--- config.mk ---
export PLATFORM = sky130hd
export DESIGN_NAME = multdiv_ctrl_flat
export DESIGN_NICKNAME = d
export VERILOG_FILES = /design/src/rtl/common.sv /design/src/rtl/multdiv_ctrl_if.sv /design/src/rtl/div_iter.sv /design/src/rtl/multdiv_ctrl.sv /design/src/flat_wrapper.sv
export SDC_FILE = /design/constraint.sdc
export NUM_CORES = 2
export LEC_CHECK = 0
export ABC_AREA = 1
export ABC_CLOCK_PERIOD_IN_PS = 12600
export CORE_UTILIZATION = 35
export DETAILED_ROUTE_END_ITERATION = 10
export PLACE_DENSITY = 0.51
export SLEW_MARGIN = 20
export SYNTH_ARGS = -nofsm -noshare
export SYNTH_HDL_FRONTEND = slang
export SYNTH_HIERARCHICAL = 1
export SYNTH_SLANG_ARGS = --single-unit
--- constraint.sdc ---
create_clock -name clk -period 12.6 [get_ports clk]
set_input_delay 1.26 -clock clk [delete_from_list [all_inputs] [get_ports clk]]
set_output_delay 1.26 -clock clk [all_outputs]
set_load 0.05 [all_outputs]
--- src/rtl/common.sv ---
// common: pipeline-wide shared types and helpers.
package common;
  typedef enum logic [1:0] {MDU_MULT, MDU_MULTU, MDU_DIV, MDU_DIVU} mdu_op_t;
  function automatic logic [31:0] mag(input logic [31:0] x, input logic sgn);
    return (sgn && x[31]) ? -x : x;
  endfunction
endpackage

--- src/rtl/multdiv_ctrl_if.sv ---
// multdiv_ctrl_if: E-stage request/result bundle between the pipeline and the mult/div sequencer.
interface multdiv_ctrl_if;
  import common::*;
  logic        valid_i;
  mdu_op_t     op_i;
  logic [31:0] a_i;
  logic [31:0] b_i;
  logic        stall_i;
  logic        flush_i;
  logic        ok_o;
  logic        done_o;
  logic [31:0] hi_o;
  logic [31:0] lo_o;
  modport master (output valid_i, op_i, a_i, b_i, stall_i, flush_i, input ok_o, done_o, hi_o, lo_o);
  modport slave (input valid_i, op_i, a_i, b_i, stall_i, flush_i, output ok_o, done_o, hi_o, lo_o);
endinterface

--- src/rtl/div_iter.sv ---
// div_iter: restoring divider datapath, one unsigned quotient bit per step, MSB first.
module div_iter (
  input  logic        clk,
  input  logic        reset,
  input  logic        load_i,
  input  logic        step_i,
  input  logic [31:0] dividend_i,
  input  logic [31:0] divisor_i,
  output logic [31:0] quo_o,
  output logic [31:0] rem_o
);
  logic [31:0] quo_q, rem_q, dvs_q;
  logic [32:0] shl, dif;
  // quo_o/rem_o are the values after the step in flight, so the last step's result is visible before it is registered
  assign shl = {rem_q, quo_q[31]};
  assign dif = shl - {1'b0, dvs_q};
  assign quo_o = {quo_q[30:0], ~dif[32]};
  assign rem_o = dif[32] ? shl[31:0] : dif[31:0];
  always_ff @(posedge clk or posedge reset)
    if (reset) begin
      quo_q <= '0;
      rem_q <= '0;
      dvs_q <= '0;
    end else if (load_i) begin
      quo_q <= dividend_i;
      rem_q <= '0;
      dvs_q <= divisor_i;
    end else if (step_i) begin
      quo_q <= quo_o;
      rem_q <= rem_o;
    end
endmodule

--- src/rtl/multdiv_ctrl.sv ---
// multdiv_ctrl: E-stage multiply/divide sequencer; stalls E via ok_o and holds HI/LO until the pipeline accepts them.
module multdiv_ctrl
  import common::*;
#(
  parameter int MULT_LAT = 3
) (
  input logic           clk,
  input logic           reset,
  multdiv_ctrl_if.slave bus
);
  localparam int CNT_W = $clog2(32);
  typedef enum logic [1:0] {IDLE, MUL, DIV, DONE} state_t;
  state_t         state_q;
  logic [CNT_W-1:0] cnt_q;
  mdu_op_t        op_q;
  logic [31:0]    a_q, b_q, hi_q, lo_q, quo, rem, q_fix, r_fix;
  logic           done_q, sa_q, sb_q, start, is_div, sgn_div, mul_sgn;
  logic [63:0]    prod;
  assign start   = state_q == IDLE && bus.valid_i && !bus.flush_i;
  assign is_div  = bus.op_i == MDU_DIV || bus.op_i == MDU_DIVU;
  assign sgn_div = bus.op_i == MDU_DIV;
  assign mul_sgn = op_q == MDU_MULT;
  // sign-extending to 64 bits makes one unsigned multiply serve both MULT and MULTU
  assign prod  = {{32{mul_sgn && a_q[31]}}, a_q} * {{32{mul_sgn && b_q[31]}}, b_q};
  assign q_fix = (sa_q ^ sb_q) ? -quo : quo;
  assign r_fix = sa_q ? -rem : rem;
  assign bus.ok_o   = ~(start || state_q == MUL || state_q == DIV);
  assign bus.done_o = done_q;
  assign bus.hi_o   = hi_q;
  assign bus.lo_o   = lo_q;
  div_iter u_div (
    .clk       (clk),
    .reset     (reset),
    .load_i    (start && is_div),
    .step_i    (state_q == DIV),
    .dividend_i(mag(bus.a_i, sgn_div)),
    .divisor_i (mag(bus.b_i, sgn_div)),
    .quo_o     (quo),
    .rem_o     (rem)
  );
  always_ff @(posedge clk or posedge reset)
    if (reset) begin
      state_q <= IDLE;
      cnt_q   <= '0;
      op_q    <= MDU_MULT;
      a_q     <= '0;
      b_q     <= '0;
      sa_q    <= 1'b0;
      sb_q    <= 1'b0;
      done_q  <= 1'b0;
      hi_q    <= '0;
      lo_q    <= '0;
    end else if (bus.flush_i) begin
      state_q <= IDLE;
      done_q  <= 1'b0;
    end else begin
      unique case (state_q)
        IDLE: if (bus.valid_i) begin
          op_q    <= bus.op_i;
          a_q     <= bus.a_i;
          b_q     <= bus.b_i;
          sa_q    <= sgn_div && bus.a_i[31];
          sb_q    <= sgn_div && bus.b_i[31];
          state_q <= is_div ? DIV : MUL;
          cnt_q   <= is_div ? CNT_W'(31) : CNT_W'(MULT_LAT - 1);
        end
        MUL: begin
          cnt_q <= cnt_q - 1'b1;
          if (cnt_q == '0) begin
            {hi_q, lo_q} <= prod;
            state_q      <= DONE;
            done_q       <= 1'b1;
          end
        end
        DIV: begin
          cnt_q <= cnt_q - 1'b1;
          if (cnt_q == '0) begin
            hi_q    <= (b_q == '0) ? a_q : r_fix;
            lo_q    <= (b_q == '0) ? 32'hFFFF_FFFF : q_fix;
            state_q <= DONE;
            done_q  <= 1'b1;
          end
        end
        DONE: if (!bus.stall_i) begin
          state_q <= IDLE;
          done_q  <= 1'b0;
        end
      endcase
    end
endmodule

--- src/flat_wrapper.sv ---
// flat-port wrapper written by rule: the top's interface ports become plain ports
module multdiv_ctrl_flat import common::*;
#(
  parameter int MULT_LAT = 3
)
  (clk, reset, bus_valid_i, bus_op_i, bus_a_i, bus_b_i, bus_stall_i, bus_flush_i, bus_ok_o, bus_done_o, bus_hi_o, bus_lo_o);
  multdiv_ctrl_if bus_i ();
  input logic clk;
  input logic reset;
  input wire logic [$bits(bus_i.valid_i)-1:0] bus_valid_i;
  input wire logic [$bits(bus_i.op_i)-1:0] bus_op_i;
  input wire logic [$bits(bus_i.a_i)-1:0] bus_a_i;
  input wire logic [$bits(bus_i.b_i)-1:0] bus_b_i;
  input wire logic [$bits(bus_i.stall_i)-1:0] bus_stall_i;
  input wire logic [$bits(bus_i.flush_i)-1:0] bus_flush_i;
  output wire logic [$bits(bus_i.ok_o)-1:0] bus_ok_o;
  output wire logic [$bits(bus_i.done_o)-1:0] bus_done_o;
  output wire logic [$bits(bus_i.hi_o)-1:0] bus_hi_o;
  output wire logic [$bits(bus_i.lo_o)-1:0] bus_lo_o;
  assign bus_i.valid_i = bus_valid_i;
  assign bus_i.op_i = bus_op_i;
  assign bus_i.a_i = bus_a_i;
  assign bus_i.b_i = bus_b_i;
  assign bus_i.stall_i = bus_stall_i;
  assign bus_i.flush_i = bus_flush_i;
  assign bus_ok_o = bus_i.ok_o;
  assign bus_done_o = bus_i.done_o;
  assign bus_hi_o = bus_i.hi_o;
  assign bus_lo_o = bus_i.lo_o;
  multdiv_ctrl #(.MULT_LAT(MULT_LAT)) u_core (.clk(clk), .reset(reset), .bus(bus_i));
endmodule
After elaboration in Yosys (flattened, before gate mapping)
Cells that the tools add are included.
{"block": "word_totals", "wordCells": 90, "reg_bits": 236, "in_bits": 71}
{"block": "op_classes", "eq_ne": 11, "n_addsub": 6, "mul": 1, "muxes": 30, "reduce_logical": 25, "bitwise_logic": 4}
{"op": "2-to-1 mux 32 bit", "n": 15}
{"op": "negator 32 bit", "n": 4}
{"op": "case mux 32 bit (2 select lines)", "n": 2}
{"op": "multiplier 33 x 33 -> 64 bit", "n": 1}
{"op": "subtractor 33 x 32 -> 33 bit", "n": 1}
{"op": "zero test 32 bit", "n": 1}
{"op": "AND reduction 3 bit", "n": 4}
{"op": "2-to-1 mux 2 bit", "n": 5}
{"op": "2-to-1 mux 5 bit", "n": 2}
{"op": "case mux 5 bit (2 select lines)", "n": 1}
{"op": "== test 2 bit (second input constant)", "n": 4}
{"op": "logical AND 1 bit", "n": 7}
{"op": "inequality test 3 bit (second input constant)", "n": 2}
{"op": "case mux 2 bit (3 select lines)", "n": 1}
{"op": "nonzero test 2 bit", "n": 3}
{"op": "zero test 5 bit", "n": 1}
{"op": "subtractor 5 x 1 -> 5 bit (second input constant)", "n": 1}
{"op": "zero test 2 bit", "n": 2}
{"op": "inequality test 2 bit (second input constant)", "n": 2}
{"op": "AND reduction 4 bit", "n": 1}
{"op": "logical OR 1 bit", "n": 3}
{"op": "2-to-1 mux 1 bit", "n": 3}
{"op": "inequality test 3 x 1 -> 1 bit (second input constant)", "n": 1}
{"op": "NOT 1 bit", "n": 3}
{"op": "other kinds (7)", "n": 7}

Logic depth before layout (Yosys ltp)
{"block": "logic_depth", "ltp_word": 7, "mapped_depth": 34}

Modules after synthesis
The synthesis kept the hierarchy.
{"mod": "multdiv_ctrl", "seq_area_each_um2": 3503.4, "area_per_inst_um2": 49882.8, "cells_each": 6622, "n_inst": 1}
{"mod": "div_iter", "seq_area_each_um2": 2402.3, "area_per_inst_um2": 7282.0, "cells_each": 1141, "n_inst": 1}

Least setup slack after synthesis
OpenSTA, ideal clock, no wires.
{"block": "synth_path", "kind": "flip-flop to flip-flop", "startpoint": "register u_core.op_q[1]", "endpoint": "register u_core.hi_q[31], in the netlist u_core/bus.hi_o[31]", "setup_ns": 0.077, "t_arrival_ns": 7.369, "stages_incl_launch_ff": 29, "synth_period_minus_slack_ns": 7.446, "required_ns": 12.523, "slack_ns": 5.154, "cell_sequence": "dfrtp_1 nor2_1 inv_1 clkbuf_1 buf_1 nor2_1 fa_1 fa_1 fa_1 fa_1 inv_1 fa_1 inv_1 fa_1 inv_1 fa_1 fa_1 inv_1 ha_1 nand2_1 nor2_1 nand2_1 nor4_1 nand2_1 nand2_1 inv_1 nand2_1 nand3_1 a21oi_1"}
{"block": "synth_between", "elab_chain_len": 5, "elab_cells_between_ends": 6}
{"item": "start: declaration", "line": "multdiv_ctrl.sv:15", "text": "mdu_op_t op_q;"}
{"item": "start signal: assignment", "line": "multdiv_ctrl.sv:59", "text": "op_q <= bus.op_i;"}
{"item": "zero test 2 bit *", "line": "multdiv_ctrl.sv:22", "text": "assign mul_sgn = op_q == MDU_MULT;"}
{"item": "logical AND 1 bit", "line": "multdiv_ctrl.sv:24", "text": "assign prod = {{32{mul_sgn && a_q[31]}}, a_q} * {{32{mul_sgn && b_q[31]}}, b_q};"}
{"item": "multiplier 33 x 33 -> 64 bit *", "line": "multdiv_ctrl.sv:24"}
{"item": "2-to-1 mux 32 bit *", "line": "multdiv_ctrl.sv:69", "text": "if (cnt_q == '0) begin"}
{"item": "case mux 32 bit (2 select lines) *", "line": "multdiv_ctrl.sv:57", "text": "unique case (state_q)"}
{"item": "end signal: assignment", "line": "multdiv_ctrl.sv:70", "text": "{hi_q, lo_q} <= prod;"}
{"item": "end signal: assignment", "line": "multdiv_ctrl.sv:78", "text": "hi_q <= (b_q == '0) ? a_q : r_fix;"}
{"item": "end: declaration", "line": "multdiv_ctrl.sv:16", "text": "logic [31:0] a_q, b_q, hi_q, lo_q, quo, rem, q_fix, r_fix;"}
Every way passes the cells marked *; elsewhere a longest branch is shown, timed or not. The select of a mux whose other input is x is not followed.
A chain may end at the register's enable or synchronous reset.

Worst setup path in the final report
{"block": "layout_path", "startpoint": "register u_core.op_q[1]", "endpoint": "register u_core.hi_q[28], in the netlist u_core/bus.hi_o[28]"}
Same word-level chain as after synthesis.

==> results.rst <==
.. list-table::
   :header-rows: 1

   * - Metric
     - Value
   * - Total congestion overflow
     - 0
   * - DRC Markers
     - 0
   * - Hold_ws
     - 0.4843 ns
   * - Syn Nets
     - 9,214
   * - Actual slew at the worst max-slew pin
     - 1.076 ns
   * - Via count of the routed design
     - 47,880
   * - Slew HR
     - 27.81%
   * - Summed negative setup slack over all endpoints
     - 0 ns
   * - Maximum achievable frequency
     - 108.7 MHz
   * - Final hold violation count
     - 0
   * - Critical path launch point
     - u_core/op_q[1]$_DFFE_PP0P_
   * - Setup crit end kind
     - flip-flop
   * - Crit path max fanout
     - 29
   * - Nature of the critical path startpoint
     - flip-flop
   * - Maximum level of the CTS H-tree
     - 1
   * - Total routed wirelength
     - 199,200 um
   * - GRT Util Overall
     - 24.62%
   * - Setup Viol. Count Final
     - 0
   * - Cts hold-fix bufs
     - 0
   * - I/O pin cnt
     - 137
   * - WP buf/inv
     - 9
   * - Placed wire-length estimate after detailed placement
     - 161,900 um
   * - Post-synthesis cell area
     - 0.05716 mm2
   * - Die boundary width
     - 406.1 um
   * - Placer's final routability congestion estimate
     - 0.9852
   * - Number of max-capacitance violations reported
     - 0
   * - Cell repeated most along the worst path
     - fa_1
   * - Number of cell instances on the worst register-to-register path
     - 30
   * - Minimum setup slack in the final design
     - 3.397 ns
   * - Number of CTS-inserted buffers
     - 29
   * - Final max-slew violation count
     - 0
   * - Clock tree from TritonCTS
     - built
   * - Slowest cell delay on critical path
     - 0.87 ns
   * - Cell at the slowest stage of the critical path
     - fa_1
   * - WS Path Type
     - reg -> reg
   * - Worst hold endpoint
     - u_core/a_q[2]$_DFFE_PP0P_
   * - Post-synth EDFFs
     - 0
   * - Count of yosys warnings during synthesis
     - 6
   * - Maximum number of buffers from clock root to sink
     - 3
   * - Critical path depth in cells
     - 30
   * - Setup fix buffers added after clock tree synthesis
     - 0
   * - Result of the run
     - complete, no violations
   * - Number of core rows
     - 147
   * - Worst setup slack for register-to-register paths
     - 3.40 ns
   * - Via count normalized by instance count
     - 4.874
   * - Final clock skew
     - 0.02318 ns
   * - Reg clk slew, reported paths
     - 0.06 ns
   * - Fraction of the yosys area taken by sequential cells
     - 10.33%
   * - Wire length of the first global-routing pass
     - 307,200 um
   * - Number of antenna violations at the first check in global routing
     - 7
   * - Area grow syn2layout
     - 7.232%
   * - Kind of cell adding the most delay to the critical path
     - adder cells
   * - Tmin final
     - 9.203 ns
   * - Min-Delay Startpoint
     - u_core/a_q[2]$_DFFE_PP0P_
   * - Fraction of layout instances using a drive strength above 1
     - 2.650%
   * - Final std cell area, no fill
     - 0.06130 mm2
   * - Cell at the root of the clock tree
     - clkbuf_16
   * - Seq cells post-synth
     - 236
   * - Worst Setup Slack post-DPL
     - 3.766 ns
   * - CP Data Required Time
     - 13.10 ns
   * - Final layout net count
     - 9,089
   * - Vias in the first global route
     - 49,650
   * - Clock latency at the later pin of the worst-skew pair
     - 0.59 ns
   * - Number of distinct library cells after synthesis
     - 51
   * - Drt first pass iters
     - 7
   * - FFs w/ async S/R, synth
     - 100.0%
   * - Post-DR wirelength/cell
     - 20.27 um
   * - Fin crit share
     - 73.04%
   * - Capture point of the worst reg-to-reg path
     - u_core/bus.hi_o[28]$_DFFE_PP0P_
   * - Post-synth top flop
     - dfrtp_1
   * - Number of buffer cells added on primary ports
     - 136
   * - Initial core utilization
     - 35.44%
   * - Syn_area_per_cell
     - 7.364 um2
   * - Unrepaired setup endpoints after global routing
     - no
   * - # resized after CTS
     - 0
   * - Maximum number of pins on one net before global-route repair
     - 79
   * - Synthesized instance count
     - 7,763
   * - Antenna-violating nets left
     - 0
   * - Initial DRC count
     - 3,434
   * - Arrival time worst endpoint
     - 9.71 ns
   * - Hold/Removal Path Class
     - reg -> reg
   * - Worst hold path depth
     - 2
   * - Worst flop-to-flop path startpoint
     - u_core/op_q[1]$_DFFE_PP0P_
   * - Sinks on the clock net
     - 236
   * - Core Box Area
     - 0.1613 mm2
   * - Die area
     - 0.1650 mm2
   * - Height of the die
     - 406.1 um
   * - Instance area at placement
     - 0.06030 mm2
## placed cells by master, fill, tap and decap left out, drive strengths merged, types with 25 or more instances in the layout
master,count
inv,2014
fa,1126
a21oi,211
and2,28
clkdlybuf4s50,136
buf,93
nand2,2326
nand4,46
dfrtp,236
ha,254
nor3,30
nand3,237
xnor2,25
o21ai,206
nor2,428
xor2,97
clkbuf,37
## per-layer routing
metal  routed length [um]  vias up  global-route usage, %
met3                11340      165                  2.774
met4                 4063        0                  4.575
met2                94620     1266                  41.18
met1                89150    24440                  34.44
met5                    0        -                      0
li1                     -    22010                      -
## state kept, by name (all words and copies together) (netlist names)
name and flops:
u_core/cnt_q 5, u_core/bus.done_o 1, u_core/u_div/rem_q 32, u_core/state_q 2, u_core/sb_q 1, u_core/u_div/dvs_q 32
u_core/bus.lo_o 32, u_core/a_q 32, u_core/op_q 2, u_core/sa_q 1, u_core/u_div/quo_q 32, u_core/b_q 32
u_core/bus.hi_o 32
## synthesized netlist by cell type, types with 22 or more instances
master / count / area [um2]
a21oi_1: 211 / 1056
and2_1: 28 / 175.2
buf_4: 36 / 270.3
clkbuf_1: 320 / 1201
dfrtp_1: 236 / 5906
fa_1: 1126 / 22540
ha_1: 254 / 3178
inv_1: 2008 / 7537
nand2_1: 2310 / 8671
nand3_1: 235 / 1176
nand4_1: 46 / 287.8
nor2_1: 419 / 1573
nor3_1: 26 / 130.1
o21ai_0: 181 / 905.9
o21ai_1: 25 / 125.1
o221ai_1: 22 / 192.7
xnor2_1: 24 / 210.2
xor2_1: 97 / 849.6
## worst reg2reg max path, delay by kind of cell, from the launching register on
family                   cells  cell delay, ns
adder cells (fa/ha/maj)      9            4.73
AO/OA/AOI/OAI                4            0.69
buffers and inverters        9            2.13
flip-flops                   1            0.38
AND/OR/NAND/NOR              8            1.20
## stage by stage
step,instances,util [%]
detailed placement,9767,37.38
finish,9824,38.00
CTS,9820,37.99
global placement,9767,37.38
floorplan,7763,-
global route,9820,38.00
## layout make-up
| cell class | count | area, um2 |
|---|---|---|
| Sequential cell | 236 | 5907 |
| Tap cell | 2160 | 2703 |
| Multi-Input combinational cell | 5126 | 42060 |
| Fill cell | 17300 | 100000 |
| Antenna cell | 4 | 10.01 |
| Clock buffer | 37 | 785.8 |
| Clock inverter | 16 | 195.2 |
| Timing Repair Buffer | 229 | 2063 |
| Inverter | 2016 | 7579 |
## worst max-delay path by stage
stage	end
floorplan	u_core/bus.hi_o[31]$_DFFE_PP0P_
global placement	u_core/bus.hi_o[11]$_DFFE_PP0P_
detailed placement	u_core/bus.hi_o[26]$_DFFE_PP0P_
CTS	u_core/bus.hi_o[26]$_DFFE_PP0P_
global route	u_core/bus.hi_o[31]$_DFFE_PP0P_
finish	u_core/bus.hi_o[28]$_DFFE_PP0P_
## kinds of logic after synthesis
| kind of cell | after synthesis | share of synthesized area, % |
|---|---|---|
| adders and majority gates | 1380 | 44.99 |
| muxes | 2 | 0.03721 |
| and+or+nand+nor | 3127 | 21.85 |
| buffers and inverters | 2401 | 16.16 |
| AOI/OAI and AO/OA | 495 | 4.745 |
| DFF | 236 | 10.33 |
| xor gates and xnor gates | 122 | 1.882 |
Power is not shown: default switching activity piles up to over one toggle a cycle in this logic, so the estimate is an artifact.
